[src/rtl/uart_tx.sv]
// UART transmitter: byte FIFO feeding an 8N1 serializer, optional parity bit.
// Parity generation is compiled in only when UART_TX_PARITY_EN is defined.
module uart_tx #(
  parameter int FIFO_DEPTH = 4
) (
  input  logic       clk,
  input  logic       reset,
  input  logic [7:0] P_DATA,
  input  logic       Data_Valid,
  input  logic       PAR_EN,
  input  logic       PAR_TYP,
  output logic       TX_OUT,
  output logic       Busy,
  output logic       Ready,
  output logic       Overflow
);

  localparam int PTR_W = (FIFO_DEPTH > 1) ? $clog2(FIFO_DEPTH) : 1;
  localparam int CNT_W = PTR_W + 1;
  localparam logic [CNT_W-1:0] FULL_CNT = CNT_W'(FIFO_DEPTH);

`ifdef UART_TX_PARITY_EN
  typedef enum logic [2:0] {IDLE, START, DATA, PARITY, STOP} state_t;
`else
  typedef enum logic [2:0] {IDLE, START, DATA, STOP} state_t;
`endif

  logic [7:0]       fifo_mem [FIFO_DEPTH];
  logic [PTR_W-1:0] wr_ptr;
  logic [PTR_W-1:0] rd_ptr;
  logic [CNT_W-1:0] count;
  logic             push;
  logic             pop;
  logic             fifo_empty;

  state_t     state;
  state_t     next_state;
  logic [7:0] shift_reg;
  logic [2:0] bit_cnt;
  logic [2:0] next_bit;
  logic       next_tx;

`ifdef UART_TX_PARITY_EN
  logic par_en_q;
  logic par_typ_q;
`else
  logic unused_par_inputs;
  assign unused_par_inputs = PAR_EN ^ PAR_TYP;
`endif

  // Ready comes from the registered count, so a same-cycle pop never frees a slot
  assign Ready      = (count < FULL_CNT);
  assign fifo_empty = (count == '0);
  assign push       = Data_Valid && Ready;
  assign pop        = (next_state == START);
  assign next_bit   = bit_cnt + 3'd1;

  always_ff @(posedge clk) begin
    if (push) begin
      fifo_mem[wr_ptr] <= P_DATA;
    end
  end

  always_ff @(posedge clk or posedge reset) begin
    if (reset) begin
      wr_ptr   <= '0;
      rd_ptr   <= '0;
      count    <= '0;
      Overflow <= 1'b0;
    end else begin
      if (push) begin
        wr_ptr <= wr_ptr + 1'b1;
      end
      if (pop) begin
        rd_ptr <= rd_ptr + 1'b1;
      end
      case ({push, pop})
        2'b10:   count <= count + 1'b1;
        2'b01:   count <= count - 1'b1;
        default: count <= count;
      endcase
      Overflow <= Data_Valid && !Ready;
    end
  end

  always_comb begin
    next_state = state;
    case (state)
      IDLE: begin
        if (!fifo_empty) begin
          next_state = START;
        end
      end
      START: next_state = DATA;
      DATA: begin
        if (bit_cnt == 3'd7) begin
`ifdef UART_TX_PARITY_EN
          next_state = par_en_q ? PARITY : STOP;
`else
          next_state = STOP;
`endif
        end
      end
`ifdef UART_TX_PARITY_EN
      PARITY: next_state = STOP;
`endif
      STOP:    next_state = fifo_empty ? IDLE : START;
      default: next_state = IDLE;
    endcase
  end

  // Line level is decoded from the upcoming state so TX_OUT is a plain flop
  always_comb begin
    next_tx = 1'b1;
    case (next_state)
      START: next_tx = 1'b0;
      DATA:  next_tx = (state == DATA) ? shift_reg[next_bit] : shift_reg[0];
`ifdef UART_TX_PARITY_EN
      PARITY: next_tx = (^shift_reg) ^ par_typ_q;
`endif
      default: next_tx = 1'b1;
    endcase
  end

  always_ff @(posedge clk or posedge reset) begin
    if (reset) begin
      state  <= IDLE;
      TX_OUT <= 1'b1;
      Busy   <= 1'b0;
    end else begin
      state  <= next_state;
      TX_OUT <= next_tx;
      Busy   <= (next_state != IDLE);
    end
  end

  always_ff @(posedge clk or posedge reset) begin
    if (reset) begin
      shift_reg <= '0;
      bit_cnt   <= '0;
`ifdef UART_TX_PARITY_EN
      par_en_q  <= 1'b0;
      par_typ_q <= 1'b0;
`endif
    end else begin
      if (pop) begin
        shift_reg <= fifo_mem[rd_ptr];
`ifdef UART_TX_PARITY_EN
        par_en_q  <= PAR_EN;
        par_typ_q <= PAR_TYP;
`endif
      end
      if (state == DATA) begin
        bit_cnt <= next_bit;
      end
    end
  end

endmodule

[config.mk]
export PLATFORM = sky130hd
export DESIGN_NAME = uart_tx
export DESIGN_NICKNAME = d
export VERILOG_FILES = /design/src/rtl/uart_tx.sv
export SDC_FILE = /design/constraint.sdc
export NUM_CORES = 1
export LEC_CHECK = 0
export CAP_MARGIN = 40
export CORE_UTILIZATION = 40
export CTS_CLUSTER_SIZE = 28
export DETAILED_ROUTE_END_ITERATION = 6
export SLEW_MARGIN = 5
export SYNTH_ARGS = -nofsm -noshare
export SYNTH_HDL_FRONTEND = slang
export SYNTH_SLANG_ARGS = --single-unit
[constraint.sdc]
create_clock -name clk -period 2.25 [get_ports clk]
set_input_delay 0.45 -clock clk [delete_from_list [all_inputs] [get_ports clk]]
set_output_delay 0.45 -clock clk [all_outputs]
set_load 0.02 [all_outputs]
## Word-level counts from Yosys, hierarchy flattened

Memory sizes are Yosys's and may differ from the RTL's. A register that Yosys moved wholly into a read port is not among the register bits.
Cells that the tools add are included.

- Register bits: 16
- Input bits: 13
- Memory bits (writable): 32
- Memories kept: 1

- Reductions and logical operators: 7
- $add $sub $neg: 5
- Equal/unequal tests: 8
- Magnitude comparators: 2
- Muxes and demuxes: 11

Memory list:

| name | depth | bits a word | read ports | clocked after Yosys merged registers in | wr ports | line | text |
|---|---|---|---|---|---|---|---|
| fifo_mem | 4 | 8 | 1 | 1 | 1 | 28 | `logic [7:0] fifo_mem [FIFO_DEPTH];` |

Operator list:

| cell | number |
|---|---|
| $pmux W3 S4 | 1 |
| $eq A3 B2 Y1 const B | 3 |
| $add A3 B1 Y3 const B | 2 |
| $eq A3 B1 Y1 const B | 2 |
| $logic_not A3 Y1 | 2 |
| $mux W3 | 2 |
| $pmux W3 S2 | 1 |
| $mux W1 | 5 |
| $add A2 B1 Y2 const B | 2 |
| $lt A3 B4 Y1 const B | 1 |
| $bmux W1 S3 | 1 |
| $eq A3 B3 Y1 const B | 1 |
| $lt A3 B3 Y1 const B | 1 |
| $reduce_bool A3 Y1 | 1 |
| $sub A3 B1 Y3 const B | 1 |
| $eq A2 B1 Y1 const B | 1 |
| $eq A2 B2 Y1 const B | 1 |
| $logic_and A1 B1 Y1 | 2 |
| $pmux W1 S2 | 1 |
| $reduce_bool A2 Y1 | 1 |
| $logic_not A1 Y1 | 1 |

## Logic depth before layout (Yosys ltp)

- Depth in word-level cells: 6
- Gate-level depth with buffers: 9

## Worst setup path after synthesis

Ideal clock, no wire load.

- Kind: flip-flop to flip-flop
- From: register state[0]
- To: register count[2]
- Data arrival time: 1.942 ns
- Path slack: 0.228 ns
- Stages on the path, launching flop included: 10
- Period minus slack after synthesis: 2.022 ns
- Data required time: 2.170 ns
- Buffers on the path: 1
- Cells stage by stage: dfrtp_1 xor2_1 nor3_2 buf_6 ha_1 inv_1 fa_1 xor2_1 nor2_1 xnor2_1

- Longest elaborated chain between the ends: 5
- Elaborated cells on any way between the ends: 12
- Classes of those cells: 6 x eq/ne; 4 x mux; 2 x reduce/logical

Ends and longest elaborated chain:

| item | line | text |
|---|---|---|
| from (decl) | 36 | `state_t state;` |
| from (signal assigned) | 131 | `state <= next_state;` |
| $eq A3 B2 Y1 (tied with other cells) | 88 | `case (state)` |
| $pmux W3 S4 (*) | 88 |  |
| $eq A3 B1 Y1 (*) | 55 | `assign pop = (next_state == START);` |
| $eq A2 B1 Y1 or $eq A2 B2 Y1 (tied branches) | 77 | `case ({push, pop})` |
| $pmux W3 S2 or $reduce_bool A2 Y1 (tied branches) | n/a |  |
| to (signal assigned) | 78 | `2'b10: count <= count + 1'b1;` |
| to (signal assigned) | 79 | `2'b01: count <= count - 1'b1;` |
| to (signal assigned) | 80 | `default: count <= count;` |
| to (decl) | 31 | `logic [CNT_W-1:0] count;` |

Every way passes the cells marked *; elsewhere a longest branch is shown, timed or not.
A chain may end at the register's enable or synchronous reset.

## Worst setup path after layout

Same ends and word-level chain as after synthesis.

==> qor_table.md <==
| Result | Reported |
| --- | --- |
| Boundary Pins | 17 |
| Average vias per placed instance | 4.92 |
| Share of layout cells above drive strength 1 | 21.6% |
| Per-instance average area after synthesis | 17.9 um^2 |
| CTS buffer count | 5 |
| Initial antenna violation count | 0 |
| Post-cts sizing count | 0 |
| Synth Net Count | 153 |
| Initial drt markers | 45 |
| Slowest CP cell | dfrtp_1 |
| Setup repair after global routing missed its margin | no |
| Diodes inserted | 0 |
| Tmin final | 2.00 ns |
| Count of standard-cell rows | 27 |
| Dominant register cell in the synthesized netlist | edfxtp_1 |
| Buffers from clock root to sink, at most | 2 |
| Floorplan die height | 78.9 um |
| Final layout net count | 173 |
| Number of buffers inserted by port buffering | 14 |
| LEAKAGE | 1.05 nW |
| Category of the critical setup timing path | flip-flop to flip-flop |
| Routed length per placed instance | 15.5 um |
| Starting Density | 42.2% |
| H-tree lvl count | 2 |
| Largest delay share family, worst path | adder cells |
| WP buf/inv | 1 |
| Cell count after synthesis | 132 |
| Layout fillers | 496 |
| Overall die area | 6230 um^2 |
| Share of the clock period used by the worst path after layout | 88.9% |
| Routed WL | 3490 um |
| Sequential element share of the synthesized area | 66.0% |
| Type of element launching the critical path | flip-flop |
| Path class of the lowest-slack min-delay path | primary input to async pin |
| Pins Over Slew Limit | 0 |
| Ordered list of cells on the worst path | xor2_1 -> nor3_2 -> ha_1 -> inv_1 -> fa_1 -> xor2_1 -> nor2_1 -> xnor2_1 |
| Worst clock skew | 0.00538 ns |
| Number of flip-flops under the largest register name | 32 |
| Overall global routing resource usage | 12.8% |
| Sum of negative setup slack | 0 ns |
| Clock latency on the worst-skew pair | 0.30 ns |
| Cell area after synthesis | 2370 um^2 |
| Largest net degree at the start of global routing | 18 |
| CP most frequent cell | xor2_1 |
| Final Hold Violating Endpoints | 0 |
| Die width | 78.9 um |
| Worst-margin pin slew | 0.558 ns |
| Area of the core | 5610 um^2 |
| Wire length of the first global-routing pass | 5870 um |
| Via count of the first global-routing pass | 1,209 |
| Number of warnings printed during yosys synthesis | 0 |
| Highest Clock Rate | 500 MHz |
| Worst endpoint required time | 2.48 ns |
| Power density over cell area | 1290 nW/um^2 |
| Tightest hold margin | 0.379 ns |
| RePlAce Congestion | 0.668 |
| Total overflow reported by the global router | 0 |
| Clock tree from TritonCTS | yes |
| Final standard cell utilization of the core | 48.1% |
| Slew HR | 62.8% |
| Via Count | 1,108 |
| DP Wirelength | 2370 um |
| Maximum VDD drop | 0.000510 V |
| Maximum fanout count along the critical path | 5 |
| Delay of the slowest cell on the worst path | 0.45 ns |
| Data arrival time of the critical path | 2.23 ns |
| Quantity of hold-fixing buffers added after cts | 0 |
| Post-route DRC | 0 |
| Endpoints failing setup | 0 |
| Run status | finished clean |
| Post-CTS setup buffers | 0 |
| Flop and latch count out of synthesis | 56 |
| Clock tree sinks | 56 |
| Detailed-routing iteration count for the pre-antenna-repair pass | 4 |
| Count of nets left with antenna violations after detail routing | 0 |
| Growth of design area from synthesis to finish | 14.1% |
| Clock slew at the register clock pins of the worst setup and hold paths | 0.10 ns |
| Clock root buffer | clkbuf_8 |
| Total Power Consumption | 3.47 mW |
| Number of different library cells in the post-synthesis netlist | 33 |
| Category of the worst setup path capture point | flip-flop |
| Max-cap check violation count | 0 |
| Count of flip-flops with a built-in enable after synthesis | 32 |
| Async SR Flop Fraction | 42.9% |
## Yosys cell counts (2+ instances only)
cell type | instances | area [um^2]
ha_1 | 7 | 87.6
nor2_1 | 2 | 7.51
mux2_4 | 6 | 90.1
mux4_1 | 5 | 131
nor3_2 | 2 | 20.0
xnor2_1 | 4 | 35.0
and2_1 | 5 | 31.3
mux4_2 | 4 | 90.1
nor2b_1 | 2 | 12.5
dfrtp_1 | 23 | 576
xor2_1 | 5 | 43.8
edfxtp_1 | 32 | 961
inv_1 | 8 | 30.0
buf_6 | 2 | 22.5
a21oi_1 | 2 | 10.0
mux2_2 | 6 | 67.6
## logic make-up (layout without fill, tap and decap cells)
kind of cell	after synthesis	after routing	synth area share, %
AO/OA/AOI/OAI	6	6	1.59
XOR/XNOR	9	9	3.33
adder cells (fa/ha/maj)	8	8	4.55
buffers and inverters	12	33	2.54
flip-flops	56	56	66.0
multiplexers	22	22	16.4
other	1	1	0.158
AND/OR/NAND/NOR	18	18	5.34
## worst reg2reg max path, delay by kind of cell, from the launching register on
kind	cells	cell delay (ns)
adders and majority gates	2	0.61
xor gates and xnor gates	3	0.51
DFF	1	0.45
and+or+nand+nor	2	0.30
buffers and inverters	1	0.07
## layer usage
layer | vias to the layer above | global-route usage [%] | wire [um]
li1 | 524 | - | -
met1 | 560 | 15.2 | 1530
met2 | 18 | 22.3 | 1780
met3 | 6 | 4.02 | 134
met4 | 0 | 3.45 | 40
met5 | - | 0 | 0
## worst paths after layout
kind	slack [ns]	endpoint	depth (start not counted)	start
max	0.25	count[2]	8	state[0]
min	0.38	Overflow	2	reset
max reg2reg	0.25	count[2]	8	state[0]
min reg2reg	0.51	shift_reg[7]	1	shift_reg[7]
max in group asynchronous	1.28	TX_OUT	3	reset
min in group clk	0.51	shift_reg[7]	1	shift_reg[7]
## cells in the final DEF (no fill, tap or decap), types with 2 or more instances in the layout
master	instances
a21oi_1	2
and2_1	5
buf_4	3
clkbuf_8	5
clkdlybuf4s50_1	14
dfrtp_1	23
edfxtp_1	32
ha_1	7
inv_1	8
mux2_2	6
mux2_4	6
mux4_1	5
mux4_2	4
nor2_1	2
nor2b_1	2
nor3_2	2
xnor2_1	4
xor2_1	5
## metrics by stage
| stage | area [um^2] | instances | setup slack (ns) |
|---|---|---|---|
| finish | 2700 | 225 | 0.251 |
| global route | 2700 | 225 | 0.130 |
| CTS | 2700 | 225 | 0.219 |
| detailed placement | 2590 | 217 | 0.0341 |
| global placement | 2590 | 217 | 0.150 |
| floorplan | 2370 | 132 | 0.228 |
## power by group
group / switching, mW / leakage (nW) / internal [mW]
clock: 0.314 / 0.0541 / 0.330
sequential: 0.229 / 0.576 / 1.39
combinational: 0.508 / 0.416 / 0.701
total: 1.05 / 1.05 / 2.42
## layout make-up
cell class	count	area, um^2	area share, %
clock inverters	3	42.5	1.58
inverters	8	30.0	1.11
repair buffers	17	163	6.02
well taps	72	90.1	3.34
clock buffers	5	68.8	2.55
flip-flops and latches	56	1560	57.9
multi-input cells	64	743	27.5
No activity file was read; power rests on OpenSTA's default activity.
